--- config.mk ---
export PLATFORM = sky130hd
export DESIGN_NAME = arp_reply_gen8
export DESIGN_NICKNAME = d
export VERILOG_FILES = /design/src/rtl/arp_reply_gen8.sv
export SDC_FILE = /design/constraint.sdc
export NUM_CORES = 1
export LEC_CHECK = 0
export CORE_MARGIN = 1.5
export CORE_UTILIZATION = 44
export DETAILED_ROUTE_END_ITERATION = 6
export PLACE_DENSITY = 0.86
export SYNTH_ARGS = -nofsm -noshare
export SYNTH_HDL_FRONTEND = slang
export SYNTH_SLANG_ARGS = --single-unit
--- constraint.sdc ---
create_clock -name clk -period 5.8 [get_ports clk]
set_clock_uncertainty 0.05 [all_clocks]
set_input_delay 0.58 -clock clk [delete_from_list [all_inputs] [get_ports clk]]
set_output_delay 0.58 -clock clk [all_outputs]
set_load 0.02 [all_outputs]
--- src/rtl/arp_reply_gen8.sv ---
// ARP reply generator: streams an Ethernet+ARP reply for requests aimed at local_ip.
// Optional macro ARP_PAD_EN pads the frame with zeros to the 60-byte Ethernet minimum.
module arp_reply_gen8 #(
   parameter int BYTE_SIZE = 8,
   parameter int MAC_SIZE  = 48,
   parameter int IP_SIZE   = 32,
   parameter int FRAME_LEN = 42
) (
   input  logic                 clk,
   input  logic                 sync_reset,
   input  logic                 arp_done,
   input  logic                 decode_valid,
   input  logic [15:0]          operation,
   input  logic [MAC_SIZE-1:0]  sender_hardware_address,
   input  logic [IP_SIZE-1:0]   sender_protocol_address,
   input  logic [IP_SIZE-1:0]   target_protocol_address,
   input  logic [MAC_SIZE-1:0]  local_mac,
   input  logic [IP_SIZE-1:0]   local_ip,
   output logic [BYTE_SIZE-1:0] tx_data,
   output logic                 tx_valid,
   output logic                 tx_sop,
   output logic                 tx_eop,
   input  logic                 tx_ready,
   output logic                 busy,
   output logic [7:0]           drop_count
);

`ifdef ARP_PAD_EN
   localparam int FRAME_BYTES = 60;
`else
   localparam int FRAME_BYTES = FRAME_LEN;
`endif
   localparam logic [5:0] LAST_IDX = 6'(FRAME_BYTES - 1);

   typedef enum logic [1:0] {IDLE, LOAD, SEND} state_t;

   state_t                           state;
   logic [5:0]                       byte_cnt;
   logic [5:0]                       sel_idx;
   logic [MAC_SIZE-1:0]              req_mac;
   logic [MAC_SIZE-1:0]              our_mac;
   logic [IP_SIZE-1:0]               req_ip;
   logic [IP_SIZE-1:0]               our_ip;
   logic [FRAME_BYTES*BYTE_SIZE-1:0] frame;
   logic [BYTE_SIZE-1:0]             sel_byte;
   logic                             trigger;

   assign trigger = arp_done & decode_valid & (operation == 16'h0001) &
                    (target_protocol_address == local_ip);

   // Whole reply laid out MSB-first so byte index N sits N bytes below the top.
   always_comb begin
      frame = {req_mac, our_mac, 16'h0806, 16'h0001, 16'h0800, 8'h06, 8'h04, 16'h0002,
               our_mac, our_ip, req_mac, req_ip
`ifdef ARP_PAD_EN
               , {(18*BYTE_SIZE){1'b0}}
`endif
               };
      sel_idx  = (state == SEND && byte_cnt != LAST_IDX) ? byte_cnt + 6'd1 : 6'd0;
      sel_byte = frame[(FRAME_BYTES - 1 - int'(sel_idx)) * BYTE_SIZE +: BYTE_SIZE];
   end

   always_ff @(posedge clk) begin
      if (state == IDLE && trigger) begin
         req_mac <= sender_hardware_address;
         req_ip  <= sender_protocol_address;
         our_mac <= local_mac;
         our_ip  <= local_ip;
      end
   end

   always_ff @(posedge clk) begin
      if (sync_reset) begin
         state      <= IDLE;
         byte_cnt   <= 6'd0;
         tx_data    <= '0;
         tx_valid   <= 1'b0;
         tx_sop     <= 1'b0;
         tx_eop     <= 1'b0;
         busy       <= 1'b0;
         drop_count <= 8'd0;
      end else begin
         // Any trigger outside IDLE, including the last-byte accept cycle, is dropped.
         if (trigger && state != IDLE && drop_count != 8'hFF)
            drop_count <= drop_count + 8'd1;
         case (state)
            IDLE: begin
               if (trigger) begin
                  state <= LOAD;
                  busy  <= 1'b1;
               end
            end
            LOAD: begin
               tx_data  <= sel_byte;
               tx_valid <= 1'b1;
               tx_sop   <= 1'b1;
               tx_eop   <= 1'b0;
               byte_cnt <= 6'd0;
               state    <= SEND;
            end
            SEND: begin
               if (tx_valid && tx_ready) begin
                  if (tx_eop) begin
                     tx_valid <= 1'b0;
                     tx_sop   <= 1'b0;
                     tx_eop   <= 1'b0;
                     busy     <= 1'b0;
                     byte_cnt <= 6'd0;
                     state    <= IDLE;
                  end else begin
                     byte_cnt <= byte_cnt + 6'd1;
                     tx_data  <= sel_byte;
                     tx_sop   <= 1'b0;
                     tx_eop   <= (byte_cnt + 6'd1 == LAST_IDX);
                  end
               end
            end
            default: state <= IDLE;
         endcase
      end
   end

endmodule

### Word level (Yosys, flattened, before mapping)

Cells that the tools add are included.

| word-level totals | value |
|---|---|
| flip-flop bits (word level) | 188 |
| latch bits | 0 |
| RAM bits | 0 |
| memory bits (read-only) | 0 |
| bits of input ports | 213 |
| memories | 0 |

| cells by class | value |
|---|---|
| add/sub/neg operators | 3 |
| multipliers | 0 |
| divide/modulo/power cells | 0 |
| $lt $le $gt $ge | 0 |
| equal/unequal tests | 11 |
| shift operators | 1 |
| multiplexer cells | 21 |
| bitwise gates (word level) | 3 |
| reductions and logical operators | 14 |

Operators with widths:

| cell | count |
|---|---|
| 336-bit by 10-bit indexed part select with 8-bit output | 1 |
| 32-bit equality test | 1 |
| 6-bit 2-to-1 mux | 3 |
| 16-bit by 1-bit equality test with 1-bit output, second input constant | 1 |
| 8-bit 2-to-1 mux | 2 |
| 8-bit one-hot mux with 2 select lines | 1 |
| 6-bit one-hot mux with 2 select lines | 1 |
| 3-bit AND reduction | 3 |
| 8-bit by 1-bit adder with 8-bit output, second input constant | 1 |
| 8-bit != test, second input constant | 1 |
| 1-bit one-hot mux with 2 select lines | 4 |
| 6-bit by 6-bit subtractor with 7-bit output, first input constant | 1 |
| 6-bit by 1-bit adder with 6-bit output, second input constant | 1 |
| 6-bit equality test, second input constant | 1 |
| 1-bit 2-to-1 mux | 6 |
| 2-bit 2-to-1 mux | 3 |
| 2-bit != test, second input constant | 3 |
| 6-bit != test, second input constant | 1 |
| 2-bit one-hot mux with 3 select lines | 1 |
| 2-bit nonzero test | 3 |
| 1-bit logical AND | 5 |
| 4-bit AND reduction | 1 |
| 1-bit bitwise AND | 3 |
| 2-bit by 1-bit equality test with 1-bit output, second input constant | 1 |
| other kinds (4) | 4 |

### Logic depth before layout (Yosys ltp)

Gate-level depths: netlist of the first run.

| depth | value |
|---|---|
| word-level depth | 8 |
| mapped depth | 18 |

### Least setup slack after synthesis of the first run

No wires, ideal clock.

| timing path | value |
|---|---|
| path type | input -> register |
| start point | in operation[7] |
| end point | reg our_ip[0], enable pin |
| setup time | 539 ps |
| data arrival time | 5337 ps |
| data required time | 5211 ps |
| setup slack | -126 ps |
| stages on the path | 4 |
| path buffers | 0 |
| cells stage by stage | or4_1 -> nor4_1 -> and3_1 -> and2_1 |

| between the ends | value |
|---|---|
| word-level cells in the longest chain between the ends | 4 |

Ends and longest elaborated chain:

| element | line | text |
|---|---|---|
| start: declaration | 13 | `input logic [15:0] operation,` |
| 16-bit by 1-bit equality test with 1-bit output | 48 | `assign trigger = arp_done & decode_valid & (operation == 16'h0001) &` |
| 1-bit bitwise AND (2 in a row) | 48 |  |
| 1-bit logical AND | 64 | `if (state == IDLE && trigger) begin` |
| end signal: assignment | 68 | `our_ip <= local_ip;` |
| end: declaration | 43 | `logic [IP_SIZE-1:0] our_ip;` |

Every way passes these cells.
A chain may end at the register's enable or synchronous reset.

### Worst setup path in the final report of the first run

| timing path | value |
|---|---|
| start point | reg byte_cnt[0] |
| end point | reg tx_data[5] |

| between the ends | value |
|---|---|
| word-level cells in the longest chain between the ends | 8 |

Ends and longest elaborated chain:

| element | line | text |
|---|---|---|
| start: declaration | 38 | `logic [5:0] byte_cnt;` |
| start signal: assignment | 111 | `byte_cnt <= byte_cnt + 6'd1;` |
| parallel branches: the longest is 2 deep, another holds 6-bit by 1-bit adder with 6-bit output | -- |  |
| 6-bit 2-to-1 mux * | 59 | `sel_idx = (state == SEND && byte_cnt != LAST_IDX) ? byte_cnt + 6'd1 : 6'd0;` |
| 6-bit by 6-bit subtractor with 7-bit output * | 60 | `sel_byte = frame[(FRAME_BYTES - 1 - int'(sel_idx)) * BYTE_SIZE +: BYTE_SIZE];` |
| 336-bit by 10-bit indexed part select with 8-bit output * | 60 |  |
| 8-bit 2-to-1 mux | 103 | `if (tx_eop) begin` |
| 8-bit 2-to-1 mux | 102 | `if (tx_valid && tx_ready) begin` |
| 8-bit one-hot mux with 2 select lines * | 86 | `case (state)` |
| end signal: assignment | 94 | `tx_data <= sel_byte;` |
| end signal: assignment | 112 | `tx_data <= sel_byte;` |
| end: declaration | 19 | `output logic [BYTE_SIZE-1:0] tx_data,` |

Every way passes the cells marked *. The select of a mux whose other input is x is not followed.

==> results of run 1 <==
==> synthesized netlist by cell type (3+ instances only) <==
| master | instances | area (um2) |
|---|---|---|
| a211oi_1 | 5 | 37.54 |
| a21o_1 | 4 | 30.03 |
| a21oi_1 | 25 | 125.1 |
| a221oi_1 | 17 | 148.9 |
| a222oi_1 | 3 | 30.03 |
| a22o_1 | 6 | 52.55 |
| a22oi_1 | 43 | 322.8 |
| a311oi_1 | 5 | 43.79 |
| a31oi_1 | 4 | 25.02 |
| a32o_1 | 3 | 30.03 |
| a32oi_1 | 7 | 61.31 |
| and2_1 | 5 | 31.28 |
| and3_1 | 6 | 37.54 |
| buf_2 | 10 | 50.05 |
| buf_4 | 5 | 37.54 |
| clkbuf_1 | 11 | 41.29 |
| dfxtp_1 | 28 | 560.5 |
| edfxtp_1 | 160 | 4805 |
| ha_1 | 8 | 100.1 |
| inv_1 | 12 | 45.04 |
| nand2_1 | 30 | 112.6 |
| nand2b_1 | 5 | 31.28 |
| nand3_1 | 22 | 110.1 |
| nand4_1 | 11 | 68.82 |
| nor2_1 | 37 | 138.9 |
| nor2b_1 | 4 | 25.02 |
| nor3_1 | 16 | 80.08 |
| nor4_1 | 10 | 62.56 |
| o211ai_1 | 4 | 30.03 |
| o21ai_0 | 32 | 160.2 |
| o21ai_1 | 4 | 20.02 |
| o22ai_1 | 7 | 43.79 |
| or3_1 | 4 | 25.02 |
| xnor2_1 | 38 | 332.8 |
| xor2_1 | 4 | 35.03 |
==> worst min path at each step <==
stage	start	cells after the start	endpoint
final	tx_sop	2	tx_sop
after global routing	tx_data[3]	2	tx_data[3]
after CTS	tx_sop	2	tx_sop
after global placement	state[0]	2	state[0]
after detailed placement	tx_sop	2	tx_sop
after floorplan	state[0]	2	state[0]
==> flip-flops by register name (all words and copies together) (netlist names), 2 cells and up <==
name and flops:
byte_cnt 6, req_ip 32, our_ip 32, req_mac 48
state 2, tx_data 8, our_mac 48, drop_count 8
==> critical path: cells and delay by family, from the launching register on <==
family | cells | cell delay, ns
buffers and inverters | 2 | 0.34
and+or+nand+nor | 7 | 1.64
DFF | 1 | 0.72
adders and majority gates | 2 | 0.45
AOI/OAI and AO/OA | 3 | 1.09
==> cell type report <==
class | count | area [um2] | area share [%]
multi-input cells | 410 | 2800 | 24.38
inverters | 13 | 48.80 | 0.4249
clock inverters | 15 | 171.4 | 1.493
clock buffers | 17 | 425.4 | 3.705
flip-flops and latches | 188 | 5365 | 46.72
repair buffers | 238 | 2380 | 20.72
well taps | 234 | 292.8 | 2.550
==> logic make-up (layout without fill, tap and decap cells) <==
family,count (synthesis),in the layout
adder cells (fa/ha/maj),8,8
buffers and inverters,44,283
AND/OR/NAND/NOR,159,159
XOR/XNOR,44,44
AO/OA/AOI/OAI,196,196
multiplexers,3,3
flip-flops,188,188
==> metrics by stage <==
step | setup WS [ns] | area, um2 | hold WS [ns] | power (mW) | instances
2_1_floorplan | 1.661 | 8377 | 0.4149 | 1.518 | 642
3_3_place_gp | 1.795 | 10890 | 0.4320 | 1.675 | 1083
3_5_place_dp | 1.626 | 10890 | 0.4355 | 1.678 | 1083
4_1_cts | 1.553 | 11480 | 0.4534 | 2.806 | 1115
5_1_grt | 0.9180 | 11480 | 0.4974 | 2.871 | 1115
6_report | 1.399 | 11480 | 0.4453 | 2.791 | 1115
==> layer usage <==
metal  wire length, um  global-route usage (%)  share of wire, %
met5                 0                       0                 0
met3              2010                   6.556               8.4
met2             12040                   40.91                50
met1              8995                   29.57                38
met4               858                   9.759               3.6
==> cell usage in the layout (no fill, tap or decap), types with 5 or more instances in the layout <==
master	Yosys	final
o21ai_0	32	32
nor4_1	10	10
buf_4	5	5
a311oi_1	5	5
a211oi_1	5	5
edfxtp_1	160	160
nand2b_1	5	5
xnor2_1	38	38
clkinv_8	0	5
dfxtp_1	28	28
clkdlybuf4s50_1	0	232
inv_1	12	12
clkbuf_16	0	17
a21oi_1	25	25
a22oi_1	43	43
nor2_1	37	37
o22ai_1	7	7
a32oi_1	7	7
inv_6	0	6
ha_1	8	8
nand4_1	11	11
nor3_1	16	16
and3_1	6	6
nand3_1	22	22
a22o_1	6	6
a221oi_1	17	17
nand2_1	30	30
==> power groups by stage <==
stage / Sequential, mW / Clock (mW) / Combinational, mW
global route: 1.46 / 1.21 / 0.196
finish: 1.46 / 1.14 / 0.186
floorplan: 1.49 / 0 / 0.0246
detailed placement: 1.49 / 0 / 0.186
CTS: 1.46 / 1.16 / 0.187
global placement: 1.49 / 0 / 0.183
==> summary.md, run 1 <==
| Metric | Value |
|---|---|
| Syn avg cell area | `13.05 um2` |
| Final core occ | `61.39%` |
| Post-CTS Setup Bufs | `0` |
| Die width | `141.0 um` |
| Worst min path class | `reg2reg` |
| WL final | `23900 um` |
| Netlist cell types | `71` |
| Post-synthesis compound-gate area fraction | `17.54%` |
| Via count | `6634` |
| # diodes | `0` |
| Mux share of post-synthesis cell area | `0.3884%` |
| Worst EP arrival | `4.68 ns` |
| RR Endpoint | `tx_data[5]` |
| Reg-to-reg startpoint | `byte_cnt[0]` |
| # hold bufs at CTS | `0` |
| Starting Density | `44.78%` |
| Largest family of logic cells by synthesized area | `compound AO/OA/AOI/OAI gates` |
| GR Overflow Total | `0` |
| Number of gates resized after cts | `0` |
| Global-route wire length before repair | `36020 um` |
| Sw power | `0.6089 mW` |
| Outcome | `finished, final reports clean` |
| Static leakage | `3.688 nW` |
| Internal | `2.182 mW` |
| Synth Area in Simple Gates | `9.501%` |
| Sequential element share of the synthesized area | `64.06%` |
| Die Y | `141.0 um` |
| CTS Buffer Depth | `2` |
| Residual DRC count | `0` |
| Critical Path RT | `6.08 ns` |
| Reg clk slew, reported paths | `0.07 ns` |
| Sw Share | `21.82%` |
| Synth Area in Adders | `1.195%` |
| Core Region | `0.01871 mm2` |
| Rows | `50` |
| Yosys reg bits | `188` |
| Post-DRT Antenna Nets | `0` |
| H-tree levels | `4` |
| Reg2reg path depth | `14` |
| Warnings, synthesis | `0` |
| Initial antenna violation count | `0` |
| Worst setup path start | `byte_cnt[0]` |
| Ys async rst share | `0%` |
| All-Layer GR Usage | `24.23%` |
| Dpl hpwl | `17320 um` |
| Crit path max-delay cell type | `dfxtp_1` |
| Seq pwr share | `52.4%` |
| Clock latency on the worst-skew pair | `0.43 ns` |
| Syn Std Cell Area | `0.008376 mm2` |
| 1st-pass router iterations | `6` |
| Vias in the first global route | `6562` |
| Clk pwr share | `41.0%` |
| Pwr Density | `243.0 mW/mm2` |
| # clock sinks | `188` |
| Final setup viols | `0` |
| Setup TNS | `0 ns` |
| Crit path to | `tx_data[5]` |
| Root buffer cell | `clkbuf_16` |
| # IOs | `233` |
| Max_slew headroom | `29.37%` |
| FF-to-FF setup slack | `1.40 ns` |
| Unrepaired setup endpoints after global routing | `false` |
| Total CTS buffers | `17` |
| CP max stage delay | `0.72 ns` |
| Slew Viols, Final | `0` |
| Fmax | `0.2272 GHz` |
| Synth Instances | `642` |
| Startpoint Class | `register` |
| Initial DRC count | `736` |
| Post-DR vias/cell | `5.950` |
| Fraction of synthesized cell area in xor and xnor cells | `4.780%` |
| MaxCap Viol Count | `0` |
| Fraction of layout cells with a size suffix above 1 | `6.470%` |
| Final nets | `1089` |
| Hold Violations, Final | `0` |
| Combinational power share | `6.7%` |
| Die area | `0.01987 mm2` |
| Measured slew at the worst slew-check pin | `1.059 ns` |
| Routability cong. | `0.9339` |
| Top FF cell, synth | `edfxtp_1` |
| CP Class | `reg2reg` |
| CP Capture Type | `register` |
| Synthesis-to-layout area growth | `37.11%` |
| Tmin final | `4.401 ns` |
| CP max FO | `18` |
| Largest net degree at the start of global routing | `161` |
| Final worst-path cycle share | `75.89%` |
| Cell Chain, Critical Path | `ha_1 -> nand4bb_1 -> o21ai_2 -> nor2_1 -> buf_4 -> inv_1 -> ha_1 -> nor3_1 -> nand2_1 -> and2_1 -> nand2_1 -> nor3_1 -> a32oi_1 -> a311oi_1` |
| CTS tree | `yes` |
| Drt wl/cell | `21.43 um` |
| I/O Buffers | `232` |
| Synth Net Count | `863` |
| EDFF count, synth | `160` |
| FILL cells | `1394` |
| Max VDD drop | `0.1934 mV` |
Power figures use the tool's default switching activity.
==> run 2, diff against run 1 <==
Clock period 5.8 ns to 4 ns, I/O delays scaled along.
==> summary.md, run 2 (synthesis results as in run 1) <==
| Metric | Value |
|---|---|
| Outcome | `finished, final reports clean` |
| Worst min path class | `reg2reg` |
| CTS tree | `yes` |
| Critical path buffers and inverters | `2` |
| Clk pwr share | `43.1%` |
| Delay-heaviest family, CP | `compound AO/OA/AOI/OAI gates` |
| Max VDD drop | `0.2762 mV` |
| Initial DRC count | `647` |
| Setup TNS | `0 ns` |
| Register Area | `0.005365 mm2` |
| 1st-pass router iterations | `5` |
| I/O Buffers | `232` |
| Footprint of the multi-input gates | `0.002800 mm2` |
| Most common cell after layout, fill and taps aside | `clkdlybuf4s50_1` |
| CP max FO | `45` |
| All-Layer GR Usage | `24.72%` |
| Most frequent cells in the layout | `232 x clkdlybuf4s50_1, 160 x edfxtp_1, 43 x a22oi_1` |
| Final setup viols | `0` |
| MaxCap Viol Count | `0` |
| Starting Density | `44.78%` |
| FF-to-FF setup slack | `0.54 ns` |
| Drt wl/cell | `21.32 um` |
| Total CTS buffers | `17` |
| Max_slew headroom | `34.51%` |
| Slew Viols, Final | `0` |
| Fmax | `0.2886 GHz` |
| Reg clk slew, reported paths | `0.07 ns` |
| DP Cell Count | `1100` |
| Sw power | `0.8240 mW` |
| WL final | `24130 um` |
| Number of gates resized after cts | `0` |
| Static leakage | `3.807 nW` |
| # IOs | `233` |
| Post-DR vias/cell | `5.766` |
| CTS Buffer Depth | `2` |
| Hold Violations, Final | `0` |
| # diodes | `0` |
| Final worst-path cycle share | `86.62%` |
| Internal | `3.382 mW` |
| Post-DRT Antenna Nets | `0` |
| H-tree levels | `4` |
| Crit path max-delay cell type | `a221oi_1` |
| Largest net degree at the start of global routing | `52` |
| Critical Path RT | `4.24 ns` |
| Pwr Density | `358.8 mW/mm2` |
| Sw Share | `19.59%` |
| Die width | `141.0 um` |
| Fin cells | `1132` |
| CP Capture Type | `register` |
| Vias in the first global route | `6553` |
| CP max stage delay | `0.51 ns` |
| Rows | `50` |
| Tmin final | `3.465 ns` |
| Fraction of layout cells with a size suffix above 1 | `8.129%` |
| Cell Chain, Critical Path | `buf_4 -> ha_1 -> xor2_1 -> o211ai_2 -> a32oi_1 -> nand2_2 -> buf_4 -> a221oi_1 -> nor3_1 -> a221oi_1 -> a31oi_1` |
| Die area | `0.01987 mm2` |
| Post-CTS Setup Bufs | `0` |
| Root buffer cell | `clkbuf_16` |
| # hold bufs at CTS | `0` |
| Initial antenna violation count | `0` |
| Clock latency on the worst-skew pair | `0.44 ns` |
| Die Y | `141.0 um` |
| # clock sinks | `188` |
| FILL cells | `1390` |
| Dpl hpwl | `18040 um` |
| Combinational power share | `6.5%` |
| Synthesis-to-layout area growth | `39.96%` |
| Routability cong. | `0.9385` |
| Final nets | `1106` |
| CP Class | `reg2reg` |
| Residual DRC count | `0` |
| GR Overflow Total | `0` |
| Startpoint Class | `register` |
| Worst EP arrival | `3.71 ns` |
| Unrepaired setup endpoints after global routing | `false` |
| Via count | `6527` |
| Global-route wire length before repair | `36580 um` |
| Measured slew at the worst slew-check pin | `0.9813 ns` |
| Top Registers | `our_mac (48), req_mac (48)` |
| Core Region | `0.01871 mm2` |
| Seq pwr share | `50.4%` |
==> run 2: changes by cell type in the layout (fill, tap and decap cells not counted) <==
cell	delta
buf_12	+6
buf_4	+11
bufinv_16	+4
clkinv_1	+1
clkinv_2	+1
clkinv_4	-2
clkinv_8	-5
clkinvlp_4	+2
inv_6	-1
==> run 2: per-layer routing <==
layer / vias to the layer above / share of wire (%) / track usage (%)
li1: 3040 / - / -
met1: 3085 / 37 / 29.13
met2: 341 / 51 / 42.08
met3: 61 / 7.9 / 6.114
met4: 0 / 3.9 / 12.72
met5: - / 0 / 0
==> run 2: worst paths after layout <==
kind | from | endpoint | depth (start not counted)
setup / recovery | byte_cnt[0] | tx_data[6] | 11
hold / removal | tx_sop | tx_sop | 2
setup reg to reg | byte_cnt[0] | tx_data[6] | 11
hold reg to reg | tx_sop | tx_sop | 2
==> run 2: area by class of cell <==
| class | count | area share [%] |
|---|---|---|
| Tap cell | 234 | 2.498 |
| Sequential cell | 188 | 45.77 |
| Clock inverter | 15 | 1.772 |
| Inverter | 13 | 0.4163 |
| Clock buffer | 17 | 3.629 |
| Timing Repair Buffer | 255 | 22.03 |
| Multi-Input combinational cell | 410 | 23.89 |
==> run 2: tightest hold or removal path: stages (launching register included) <==
cell and delay, ns:
dfxtp_1 0.34, a21oi_1 0.06, nor2_1 0.07
==> run 2: stage by stage <==
stage          hold WS (ns)  utilization [%]  setup WS, ns  area (um2)  total power [mW]
3_3_place_gp         0.4274            59.28        0.6055       11090             2.430
2_1_floorplan        0.4149                -       0.04080        8377             2.201
5_1_grt              0.4512            62.67        0.2882       11720             4.319
6_report             0.4546            62.67        0.5354       11720             4.206
3_5_place_dp         0.4308            59.28        0.5231       11090             2.437
4_1_cts              0.4465            62.67        0.5771       11720             4.226
==> run 2: power by group through the flow <==
stage          combinational, mW  clock [mW]  sequential, mW
6_report                   0.273        1.81            2.12
5_1_grt                    0.288        1.91            2.12
4_1_cts                    0.275        1.83            2.12
3_5_place_dp               0.273           0            2.16
3_3_place_gp               0.266           0            2.16
2_1_floorplan             0.0357           0            2.16
==> run 3, diff against run 2 <==
Settings changed: CORE_UTILIZATION 44 to 40, PLACE_DENSITY 0.86 to 0.8.
==> summary.md, run 3 (synthesis results as in run 1) <==
| Metric | Value |
|---|---|
| CTS tree | `yes` |
| Dpl hpwl | `18160 um` |
| Hold Violations, Final | `0` |
| Cell Chain, Critical Path | `inv_1 -> ha_1 -> inv_1 -> nor2_1 -> inv_1 -> ha_1 -> nor3_1 -> nand2_1 -> and2_1 -> nand2_1 -> nor3_1 -> buf_4 -> a221oi_1 -> a31oi_1` |
| Top Registers | `our_mac (48), req_mac (48)` |
| # IOs | `233` |
| Tmin final | `3.556 ns` |
| Post-DR vias/cell | `5.675` |
| Most frequent cells in the layout | `232 x clkdlybuf4s50_1, 160 x edfxtp_1, 43 x a22oi_1` |
| Starting Density | `41.13%` |
| Global-route wire length before repair | `37150 um` |
| Root buffer cell | `clkbuf_16` |
| Outcome | `finished, final reports clean` |
| Placed cell area | `0.01104 mm2` |
| CTS Buffer Depth | `2` |
| Most frequent CP cell | `inv_1` |
| Vias in the first global route | `6586` |
| Reg clk slew, reported paths | `0.07 ns` |
| Number of gates resized after cts | `0` |
| Via count | `6594` |
| Unrepaired setup endpoints after global routing | `false` |
| Layout Cell Area excl Fill | `0.01169 mm2` |
| H-tree levels | `4` |
| FF-to-FF setup slack | `0.44 ns` |
| # hold bufs at CTS | `0` |
| Final worst-path cycle share | `88.91%` |
| Setup TNS | `0 ns` |
| Pwr Density | `363.1 mW/mm2` |
| Synthesis-to-layout area growth | `39.56%` |
| Initial antenna violation count | `0` |
| Fraction of layout cells with a size suffix above 1 | `7.623%` |
| MaxCap Viol Count | `0` |
| Hold slack | `0.4651 ns` |
| Fmax | `0.2812 GHz` |
| WL final | `24570 um` |
| Static leakage | `3.772 nW` |
| Max VDD drop | `0.2850 mV` |
| Die width | `147.7 um` |
| Footprint of the multi-input gates | `0.002800 mm2` |
| FILL cells | `1650` |
| Largest net degree at the start of global routing | `70` |
| Register Area | `0.005365 mm2` |
| Final setup viols | `0` |
| I/O Buffers | `232` |
| Worst EP arrival | `3.79 ns` |
| CP Capture Type | `register` |
| Residual DRC count | `0` |
| Most common cell after layout, fill and taps aside | `clkdlybuf4s50_1` |
| # diodes | `0` |
| Total Power | `4.245 mW` |
| 1st-pass router iterations | `5` |
| Initial DRC count | `764` |
| Measured slew at the worst slew-check pin | `1.008 ns` |
| Startpoint Class | `register` |
| Crit path max-delay cell type | `dfxtp_1` |
| Final nets | `1100` |
| CP Class | `reg2reg` |
| Total CTS buffers | `17` |
| Die area | `0.02182 mm2` |
| # clock sinks | `188` |
| GR Overflow Total | `0` |
| All-Layer GR Usage | `22.71%` |
| Drt wl/cell | `21.14 um` |
| CP max stage delay | `0.48 ns` |
| Routability cong. | `0.9335` |
| Post-DRT Antenna Nets | `0` |
| Max_slew headroom | `32.82%` |
| Die Y | `147.7 um` |
| Core Region | `0.02036 mm2` |
| CP max FO | `10` |
| Post-CTS Setup Bufs | `0` |
| Rows | `52` |
| Clock latency on the worst-skew pair | `0.43 ns` |
| Slew Viols, Final | `0` |
| Critical Path RT | `4.23 ns` |
| Worst min path class | `reg2reg` |
run 3: layout make-up:
type | instances | share of cell area (%)
inverter | 13 | 0.4175
multi-input combinational | 410 | 23.96
clock buffer | 17 | 3.639
clock inverter | 15 | 1.916
tap | 270 | 2.890
sequential | 188 | 45.90
timing repair buffer | 249 | 21.28
run 3: per-stage QoR:
| step | std cells | utilization (%) | worst slack (ns) |
|---|---|---|---|
| after detailed placement | 1130 | 54.21 | 0.4671 |
| after CTS | 1162 | 57.40 | 0.5299 |
| after global placement | 1130 | 54.21 | 0.5174 |
| after floorplan | 642 | - | 0.04080 |
| after global routing | 1162 | 57.40 | 0.1655 |
| final | 1162 | 57.40 | 0.4435 |
run 3: worst paths after layout:
| check | startpoint | endpoint | depth (start not counted) |
|---|---|---|---|
| setup reg to reg | byte_cnt[0] | tx_data[6] | 14 |
| hold / removal | drop_count[5] | drop_count[5] | 2 |
| hold reg to reg | drop_count[5] | drop_count[5] | 2 |
| setup / recovery | byte_cnt[0] | tx_data[6] | 14 |
run 3: worst max-delay path, delay by kind of cell (launching register included):
| family | cells | cell delay [ns] |
|---|---|---|
| flops | 1 | 0.48 |
| compound gates | 2 | 0.40 |
| simple gates | 6 | 1.34 |
| fa+ha+maj | 2 | 0.63 |
| buf+inv | 4 | 0.51 |
run 3: power breakdown:
group | switching (mW) | total, mW | internal [mW]
logic | 0.0672 | 0.271 | 0.204
registers | 0.00000000000000412 | 2.12 | 2.12
clock network | 0.782 | 1.85 | 1.07
run 3: metal layers:
layer / vias up / share of wire (%) / track usage (%)
li1: 3035 / - / -
met1: 3205 / 39 / 27.70
met2: 297 / 51 / 38.88
met3: 57 / 7.0 / 5.340
met4: 0 / 3.2 / 8.950
met5: - / 0 / 0
